### config.mk
export PLATFORM = sky130hd
export DESIGN_NAME = step_counter_mc
export DESIGN_NICKNAME = d
export VERILOG_FILES = /design/src/rtl/step_counter_pkg.sv /design/src/rtl/step_counter_ch.sv /design/src/rtl/step_counter_mc.sv
export SDC_FILE = /design/constraint.sdc
export NUM_CORES = 1
export LEC_CHECK = 0
export CAP_MARGIN = 20
export CORE_UTILIZATION = 55
export DETAILED_ROUTE_END_ITERATION = 8
export PLACE_DENSITY_LB_ADDON = 0.1
export SLEW_MARGIN = 20
export SYNTH_ARGS = -nofsm -noshare
export SYNTH_HDL_FRONTEND = slang
export SYNTH_SLANG_ARGS = --single-unit
### constraint.sdc
create_clock -name clk -period 6.8 [get_ports clk]
set_input_delay 0.68 -clock clk [delete_from_list [all_inputs] [get_ports clk]]
set_output_delay 0.68 -clock clk [all_outputs]
set_load 0.01 [all_outputs]
### src/rtl/step_counter_pkg.sv
// rtl/step_counter_pkg.sv - shared mode and state encodings for the step counter
// Purpose: mode encodings for cfg_mode and the per-channel RUN/DONE state type.
// Ports: none (package).
package step_counter_pkg;

  localparam logic [1:0] MODE_WRAP    = 2'b00;
  localparam logic [1:0] MODE_MODULO  = 2'b01;
  localparam logic [1:0] MODE_ONESHOT = 2'b10;

  typedef enum logic {
    ST_RUN  = 1'b0,
    ST_DONE = 1'b1
  } state_e;

endpackage

### src/rtl/step_counter_ch.sv
// rtl/step_counter_ch.sv - one step accumulator channel with mode mux and saturating adder
// Purpose: holds counter, step, max, mode and the RUN/DONE state of one channel.
// Ports:
//   clk, rst   clock, asynchronous active-high reset
//   cnt        advance request for this channel
//   clr        synchronous clear of counter and state
//   cfg_we     config write for this channel (also clears counter/state)
//   cfg_step   new step, cfg_max new max, cfg_mode new mode
//   ov         combinational counter >= max
//   done       channel is in ONESHOT DONE state
module step_counter_ch
  import step_counter_pkg::*;
#(
  parameter int W            = 11,
  parameter int S            = 6,
  parameter int DEFAULT_STEP = 6
) (
  input  logic         clk,
  input  logic         rst,
  input  logic         cnt,
  input  logic         clr,
  input  logic         cfg_we,
  input  logic [S-1:0] cfg_step,
  input  logic [W-1:0] cfg_max,
  input  logic [1:0]   cfg_mode,
  output logic         ov,
  output logic         done
);

  logic [W-1:0] counter;
  logic [W-1:0] max_r;
  logic [S-1:0] step;
  logic [1:0]   mode;
  state_e       state;

  logic [W-1:0] base;
  logic [W:0]   inc;
  logic [W:0]   sum;
  logic [W-1:0] next_sat;

  assign ov   = (counter >= max_r);
  assign done = (state == ST_DONE);

  // Base value the increment is added to; ONESHOT only reaches the adder
  // while ov is low, so it shares the WRAP branch.
  always_comb begin
    inc      = cnt ? (W+1)'(step) : '0;
    base     = counter;
    if (mode == MODE_MODULO) begin
      base = ov ? (counter - max_r) : counter;
    end else begin
      base = ov ? '0 : counter;
    end
    sum      = {1'b0, base} + inc;
    next_sat = sum[W] ? '1 : sum[W-1:0];
  end

  always_ff @(posedge clk or posedge rst) begin
    if (rst) begin
      counter <= '0;
      step    <= S'(DEFAULT_STEP);
      max_r   <= '1;
      mode    <= MODE_WRAP;
      state   <= ST_RUN;
    end else if (cfg_we) begin
      // A config write wins over clr and cnt and restarts the channel.
      step    <= cfg_step;
      max_r   <= cfg_max;
      mode    <= cfg_mode;
      counter <= '0;
      state   <= ST_RUN;
    end else if (clr) begin
      counter <= '0;
      state   <= ST_RUN;
    end else if (mode == MODE_ONESHOT) begin
      // Reaching max freezes the counter; DONE ignores cnt until cleared.
      if (state == ST_RUN) begin
        if (ov) begin
          state <= ST_DONE;
        end else begin
          counter <= next_sat;
        end
      end
    end else begin
      counter <= next_sat;
    end
  end

endmodule

### src/rtl/step_counter_mc.sv
// rtl/step_counter_mc.sv - multi-channel programmable step accumulator
// Purpose: NUM_CH independent step counters with per-channel config, clear and flags.
// Ports:
//   clk, rst   clock, asynchronous active-high reset
//   cnt, clr   per-channel advance request and synchronous clear
//   cfg_we     config write strobe for channel cfg_ch
//   cfg_step, cfg_max, cfg_mode   config payload
//   ov         per-channel counter >= max (combinational)
//   done       per-channel ONESHOT DONE flag
//   ov_any     OR of ov
module step_counter_mc
  import step_counter_pkg::*;
#(
  parameter int NUM_CH        = 4,
  parameter int COUNTER_WIDTH = 11,
  parameter int STEP_WIDTH    = 6,
  parameter int DEFAULT_STEP  = 6,
  parameter int CH_IDX_W      = 2
) (
  input  logic                     clk,
  input  logic                     rst,
  input  logic [NUM_CH-1:0]        cnt,
  input  logic [NUM_CH-1:0]        clr,
  input  logic                     cfg_we,
  input  logic [CH_IDX_W-1:0]      cfg_ch,
  input  logic [STEP_WIDTH-1:0]    cfg_step,
  input  logic [COUNTER_WIDTH-1:0] cfg_max,
  input  logic [1:0]               cfg_mode,
  output logic [NUM_CH-1:0]        ov,
  output logic [NUM_CH-1:0]        done,
  output logic                     ov_any
);

  logic [NUM_CH-1:0] cfg_sel;

  // Channel indices with no matching channel select nothing, so the write is dropped.
  for (genvar i = 0; i < NUM_CH; i++) begin : g_ch
    assign cfg_sel[i] = cfg_we && (cfg_ch == CH_IDX_W'(i));

    step_counter_ch #(
      .W            (COUNTER_WIDTH),
      .S            (STEP_WIDTH),
      .DEFAULT_STEP (DEFAULT_STEP)
    ) u_ch (
      .clk      (clk),
      .rst      (rst),
      .cnt      (cnt[i]),
      .clr      (clr[i]),
      .cfg_we   (cfg_sel[i]),
      .cfg_step (cfg_step),
      .cfg_max  (cfg_max),
      .cfg_mode (cfg_mode),
      .ov       (ov[i]),
      .done     (done[i])
    );
  end

  assign ov_any = |ov;

endmodule

# Yosys cells after proc, flatten, opt, wreduce, memory -nomap -nowiden
# Index checks and enable logic that the tools add are counted.
# op_classes
n_lt_le_gt_ge	4
n_mux	60
reduce_logical	14
n_eq_ne	19
add_sub_neg	8
# ops
operator	count
$mux W11	36
$add A11 B12 Y12	4
$ge A11 B11 Y1	4
$sub A11 B11 Y11	4
$ne A4 B3 Y1 const B	8
$mux W6	4
$mux W1	20
$eq A2 B2 Y1 const B	6
$reduce_bool A3 Y1	4
$eq A2 B1 Y1 const B	5
$reduce_and A2 Y1	4
$logic_and A1 B1 Y1	4
$reduce_or A4 Y1	1
$logic_not A2 Y1	1
# word_totals
in_bits	32
wordCells	125
register_bits	124

# Depth between registers and ports, before layout
# depth
word_depth	10
ltp_mapped	22

# By module
# From an unflattened synthesis, not the netlist that was laid out.
# unflattened
cells_unflattened	1077
area_unflattened_um2	9944.5
# by_module_without_submodules
module	seq_area_each_um2	n_inst	cells_each	area_per_inst_um2
step_counter_ch at g_ch[2].u_ch	792.0	1	265	2576.2
step_counter_ch at g_ch[3].u_ch	792.0	1	266	2511.2
step_counter_ch at g_ch[1].u_ch	792.0	1	272	2427.3
step_counter_ch at g_ch[0].u_ch	792.0	1	269	2391.0
step_counter_mc	0.0	1	5	38.8

# Worst setup path after synthesis
# Ideal clock, no wire load.
# synth_timing
path_kind	reg-to-reg
startpoint	reg g_ch[2].u_ch.max_r[4]
endpoint	reg g_ch[2].u_ch.counter[8]
t_required_ps	6674
path_stages_with_launch	20
slack_ps	2356
period_less_slack_ps	4444
arrival_time_ps	4318
setup_ps	126
n_path_buf	1
path_cell_list	dfstp_2 -> inv_1 -> ha_1 -> and2_1 -> a211oi_2 -> a21o_1 -> a21oi_2 -> nor2_2 -> clkbuf_1 -> o31ai_1 -> ha_1 -> fa_1 -> a21o_1 -> a21oi_1 -> o21bai_1 -> a21oi_1 -> or3_1 -> o32a_1 -> xnor2_1 -> a221o_1
# synth_via
elab_chain_len	10
elab_cells_between_ends	14
# synth_lines
item	line	source
start: declaration	step_counter_ch.sv:31	logic [W-1:0] max_r;
start signal: assignment	step_counter_ch.sv:68	max_r <= cfg_max;
$sub A11 B11 Y11 / $ge A11 B11 Y1 (equally long branches)	step_counter_ch.sv:50, step_counter_ch.sv:41	
$mux W11 (on tied branches)	step_counter_ch.sv:50, step_counter_ch.sv:52	
$mux W11	step_counter_ch.sv:49	if (mode == MODE_MODULO) begin
$add A11 B12 Y12	step_counter_ch.sv:54	sum = {1'b0, base} + inc;
$mux W11	step_counter_ch.sv:55	next_sat = sum[W] ? '1 : sum[W-1:0];
$mux W11	step_counter_ch.sv:78	if (ov) begin
$mux W11	step_counter_ch.sv:77	if (state == ST_RUN) begin
$mux W11	step_counter_ch.sv:75	end else if (mode == MODE_ONESHOT) begin
$mux W11	step_counter_ch.sv:72	end else if (clr) begin
$mux W11	step_counter_ch.sv:65	end else if (cfg_we) begin
end signal: assignment	step_counter_ch.sv:81	counter <= next_sat;
end signal: assignment	step_counter_ch.sv:85	counter <= next_sat;
end: declaration	step_counter_ch.sv:30	logic [W-1:0] counter;
# Parallel ways exist; a longest one is shown, timed or not. The select of a mux whose other input is x is not followed.
# A chain may end at the register's enable or synchronous reset.

# Final worst setup path
# layout_timing
startpoint	reg g_ch[3].u_ch.max_r[3]
endpoint	reg g_ch[3].u_ch.counter[7]
# layout_via
elab_chain_len	10
elab_cells_between_ends	14
# layout_lines
item	line
start: declaration	step_counter_ch.sv:31
start signal: assignment	step_counter_ch.sv:68
$sub A11 B11 Y11 / $ge A11 B11 Y1 (equally long branches)	step_counter_ch.sv:50, step_counter_ch.sv:41
$mux W11 (on tied branches)	step_counter_ch.sv:50, step_counter_ch.sv:52
$mux W11	step_counter_ch.sv:49
$add A11 B12 Y12	step_counter_ch.sv:54
$mux W11	step_counter_ch.sv:55
$mux W11	step_counter_ch.sv:78
$mux W11	step_counter_ch.sv:77
$mux W11	step_counter_ch.sv:75
$mux W11	step_counter_ch.sv:72
$mux W11	step_counter_ch.sv:65
end signal: assignment	step_counter_ch.sv:81
end signal: assignment	step_counter_ch.sv:85
end: declaration	step_counter_ch.sv:30
# Parallel ways exist; a longest one is shown, timed or not. The select of a mux whose other input is x is not followed.

==> out/qor.txt <==
=================================================================================================
Final setup viols                                                                               0
Worst-case clock buffer depth                                                                   2
Final setup skew                                                                       0.00805 ns
Async set or reset register ratio after synthesis                                            1.00
Maximum number of pins on one net before global-route repair                                   72
Hold path depth                                                                                 1
Final cell count without fillers                                                             1261
Initial core utilization                                                                    0.568
Count of nets left with antenna violations after detail routing                                 0
NumNets Final                                                                                1136
Register share of total power                                                               0.310
First-iteration detailed-routing DRC count                                                    534
Setup repair after global routing missed its margin                                         false
Number of synthesis warnings                                                                    0
Int Power                                                                                 2070 uW
Clock tree from TritonCTS                                                                     yes
Placed instance area                                                                   10000 um^2
First-pass GRT wire length                                                                37.8 mm
Number of flops mapped to enable cells by yosys                                                 0
Detailed placer's ending HPWL                                                             16.6 mm
Initial antenna violation count                                                                 1
Power per Cell Area                                                                   302 nW/um^2
Post-placement setup slack                                                                1.86 ns
GRT Overall Usage                                                                           0.272
Mapped Nets                                                                                  1112
Type of element launching the critical path                                             flip-flop
Count of input and output buffers                                                              40
Netlist area before placement                                                           9480 um^2
Die area                                                                               17800 um^2
Fraction of final layout cells sized beyond drive strength 1                                0.183
Hold Buf Count CTS                                                                              0
Flip-flop and latch count after synthesis                                                     124
Vias in the first global route                                                               7344
Final Hold Viols                                                                                0
Number of vias in the routed layout                                                          7596
Residual overflow from global routing                                                           0
Fill cell count                                                                              1424
Count of boundary I/O pins                                                                     41
Clk pin slew, worst setup/hold paths                                                      0.06 ns
Antenna fix cells                                                                               0
Capture endpoint of the worst hold path                                              g_ch[2].u_ch.step[4]
Die span in y                                                                              133 um
Layout-stage area growth over the synthesis result                                          12.2%
Post-detailed-route wirelength per cell                                                   18.1 um
Deepest level of the CTS H-tree                                                                 4
Clock Sinks                                                                                   124
Classification of the worst setup path                                               flip-flop to flip-flop
Drt first pass iters                                                                            6
Worst VDD drop                                                                           0.229 mV
Switching power of the nets                                                               1140 uW
CORE AREA                                                                              16700 um^2
Fraction of power consumed by combinational cells                                           0.384
Part of the cycle the worst path needs                                                      0.731
Final non-filler cell area                                                             10600 um^2
Number of distinct library cell variants in the gate-level netlist after synthesis             84
Reg2Reg Launch Point                                                                 g_ch[3].u_ch.max_r[3]
Post-route minimum period                                                                 4.97 ns
Worst min-delay path category                                                        flip-flop to flip-flop
Total Negative Setup Slacks                                                                  0 ns
Number of max-cap violations                                                                    0
Highest attainable clock frequency                                                      0.201 GHz
Startpoint of the most critical hold path                                            g_ch[2].u_ch.step[4]
Synthesized area per cell                                                               9.45 um^2
Buffer cell driving the clock tree root                                                 clkbuf_16
CP Max Fanout                                                                                  15
Cells resized by post-CTS repair                                                                0
Dominant synthesized flop cell                                                            dfrtp_1
Reg2reg setup slack                                                                       1.83 ns
Total clock buffers created by CTS                                                             17
Max transition margin                                                                       0.407
Clock latency at the later pin of the worst-skew pair                                     0.42 ns
Crit end category                                                                       flip-flop
# Post-CTS Setup Buffers                                                                        0
Critical Path AT                                                                          5.31 ns
Share of the yosys chip area belonging to registers                                         0.334
Actual transition at the worst max-transition pin                                        0.889 ns
RePlAce Congestion                                                                          0.885
Critical path data required time                                                          7.14 ns
# DRC                                                                                           0
Leakage power total                                                                    0.00483 uW
Proportion of power drawn by the clock network                                              0.306
Post-Synthesis Cells                                                                         1004
Row Count                                                                                      47
Die Wd                                                                                     133 um
Sw frac                                                                                     0.355
Vias per std cell                                                                            6.02
Routed wire length                                                                        22.8 mm
Endpoint of the most critical register-to-register path                              g_ch[3].u_ch.counter[7]
Number of cells traversed by the worst register-to-register path                               14
Post-route worst setup slack                                                              1.83 ns
Final Slew Violations                                                                           0
Number of cells after detailed placement                                                     1229
Status                                                                                  completed
=================================================================================================
-- routing by layer --
metal | global-route usage | vias to the layer above | wire [um]
li1 | - | 3742 | -
met5 | 0 | - | 11
met4 | 0.0802 | 2 | 376
met3 | 0.0548 | 32 | 1100
met1 | 0.385 | 3654 | 11000
met2 | 0.421 | 166 | 10300
-- how the worst max path moves through the flow --
stage,start,to,cells after the start
2_1_floorplan,g_ch[2].u_ch.max_r[4],g_ch[2].u_ch.counter[8],19
6_report,g_ch[3].u_ch.max_r[3],g_ch[3].u_ch.counter[7],14
3_3_place_gp,g_ch[2].u_ch.max_r[4],g_ch[2].u_ch.counter[8],19
4_1_cts,g_ch[3].u_ch.max_r[3],g_ch[3].u_ch.counter[7],14
3_5_place_dp,g_ch[3].u_ch.max_r[3],g_ch[3].u_ch.counter[7],14
5_1_grt,g_ch[3].u_ch.max_r[3],g_ch[3].u_ch.counter[7],14
-- synth_stat cells (all sizes together) (5+ instances only) --
master / number / area [um^2]
buf: 21 / 145
o21a: 10 / 75.1
a211o: 6 / 52.6
nor3: 20 / 100
xor2: 19 / 166
ha: 68 / 851
a211oi: 8 / 70.1
a221o: 16 / 160
a22oi: 19 / 156
xnor2: 28 / 245
o21ai: 34 / 170
and3: 5 / 31.3
o211ai: 15 / 113
nor2: 39 / 156
a21oi: 47 / 246
o31ai: 21 / 158
dfrtp: 72 / 1800
nand3b: 6 / 45.0
clkbuf: 23 / 87.6
and2: 35 / 221
nand4b: 5 / 50.0
fa: 8 / 160
o21bai: 8 / 67.6
a31oi: 5 / 31.3
nand2: 91 / 342
mux2: 67 / 754
a31o: 5 / 43.8
dfstp: 52 / 1370
or3: 9 / 56.3
nand3: 22 / 110
o2111ai: 6 / 52.6
inv: 67 / 257
nand2b: 19 / 119
a21o: 27 / 203
nor3b: 10 / 75.1
nand4: 13 / 87.6
nor2b: 15 / 93.8
nor4: 6 / 58.8
-- registers in the layout, indices dropped and copies added, names as in the netlist --
register	count
g_ch.u_ch.mode	8
g_ch.u_ch.counter	44
g_ch.u_ch.done	4
g_ch.u_ch.step	24
g_ch.u_ch.max_r	44
-- kinds of logic after synthesis --
kind of cell / Yosys count / share of synthesized area
AO/OA/AOI/OAI: 267 / 0.206
XOR/XNOR: 47 / 0.0434
adder cells (fa/ha/maj): 76 / 0.107
buffers and inverters: 111 / 0.0516
flip-flops: 124 / 0.334
multiplexers: 71 / 0.0838
AND/OR/NAND/NOR: 308 / 0.175
-- metrics by stage --
| stage | hold WS, ns | power (uW) | util |
|---|---|---|---|
| after global placement | 0.478 | 2210 | 0.599 |
| final | 0.495 | 3220 | 0.637 |
| after CTS | 0.499 | 3230 | 0.637 |
| after detailed placement | 0.485 | 2220 | 0.599 |
| after global routing | 0.514 | 3420 | 0.637 |
| after floorplan | 0.471 | 1950 | - |
-- layout make-up --
class | instances | area (um^2) | area share
sequential | 124 | 3170 | 0.298
tap | 220 | 275 | 0.0259
clock buffer | 19 | 443 | 0.0416
multi-input combinational | 769 | 5840 | 0.548
clock inverter | 13 | 191 | 0.0180
timing repair buffer | 49 | 468 | 0.0440
inverter | 67 | 259 | 0.0243
-- worst max-delay path, cell delays in order (launching register included) --
cell      delay, ns
dfstp_2        0.52
inv_1          0.04
ha_1           0.35
and2_1         0.21
a221oi_2       0.38
a31oi_1        0.20
nor2_1         0.69
o21ai_0        0.30
ha_1           0.34
a21oi_1        0.07
o21ai_0        0.29
nor4_1         0.08
nor3_1         0.70
nand4_1        0.50
o21ai_0        0.19
-- power groups by stage --
stage               sequential [uW]  clock, uW  combinational [uW]
floorplan                       974          0                 980
global placement               1000          0                1210
detailed placement             1010          0                1210
CTS                             996        997                1230
global route                   1020       1030                1380
finish                          998        983                1240
-- placed cells by master (no fill, tap or decap), drive strengths merged, types with 16 or more instances in the layout --
cell type,Yosys,layout
clkbuf,23,19
nor2,39,39
a22oi,19,19
nand2b,19,19
inv,67,69
xnor2,28,28
dfstp,52,52
ha,68,68
nor3,20,20
mux2,67,67
clkdlybuf4s50,0,40
a21oi,47,47
o31ai,21,21
xor2,19,19
nand2,91,91
o21ai,34,34
dfrtp,72,72
a21o,27,27
nand3,22,22
and2,35,35
a221o,16,16
Note: power is estimated with default switching activity, not from simulation.
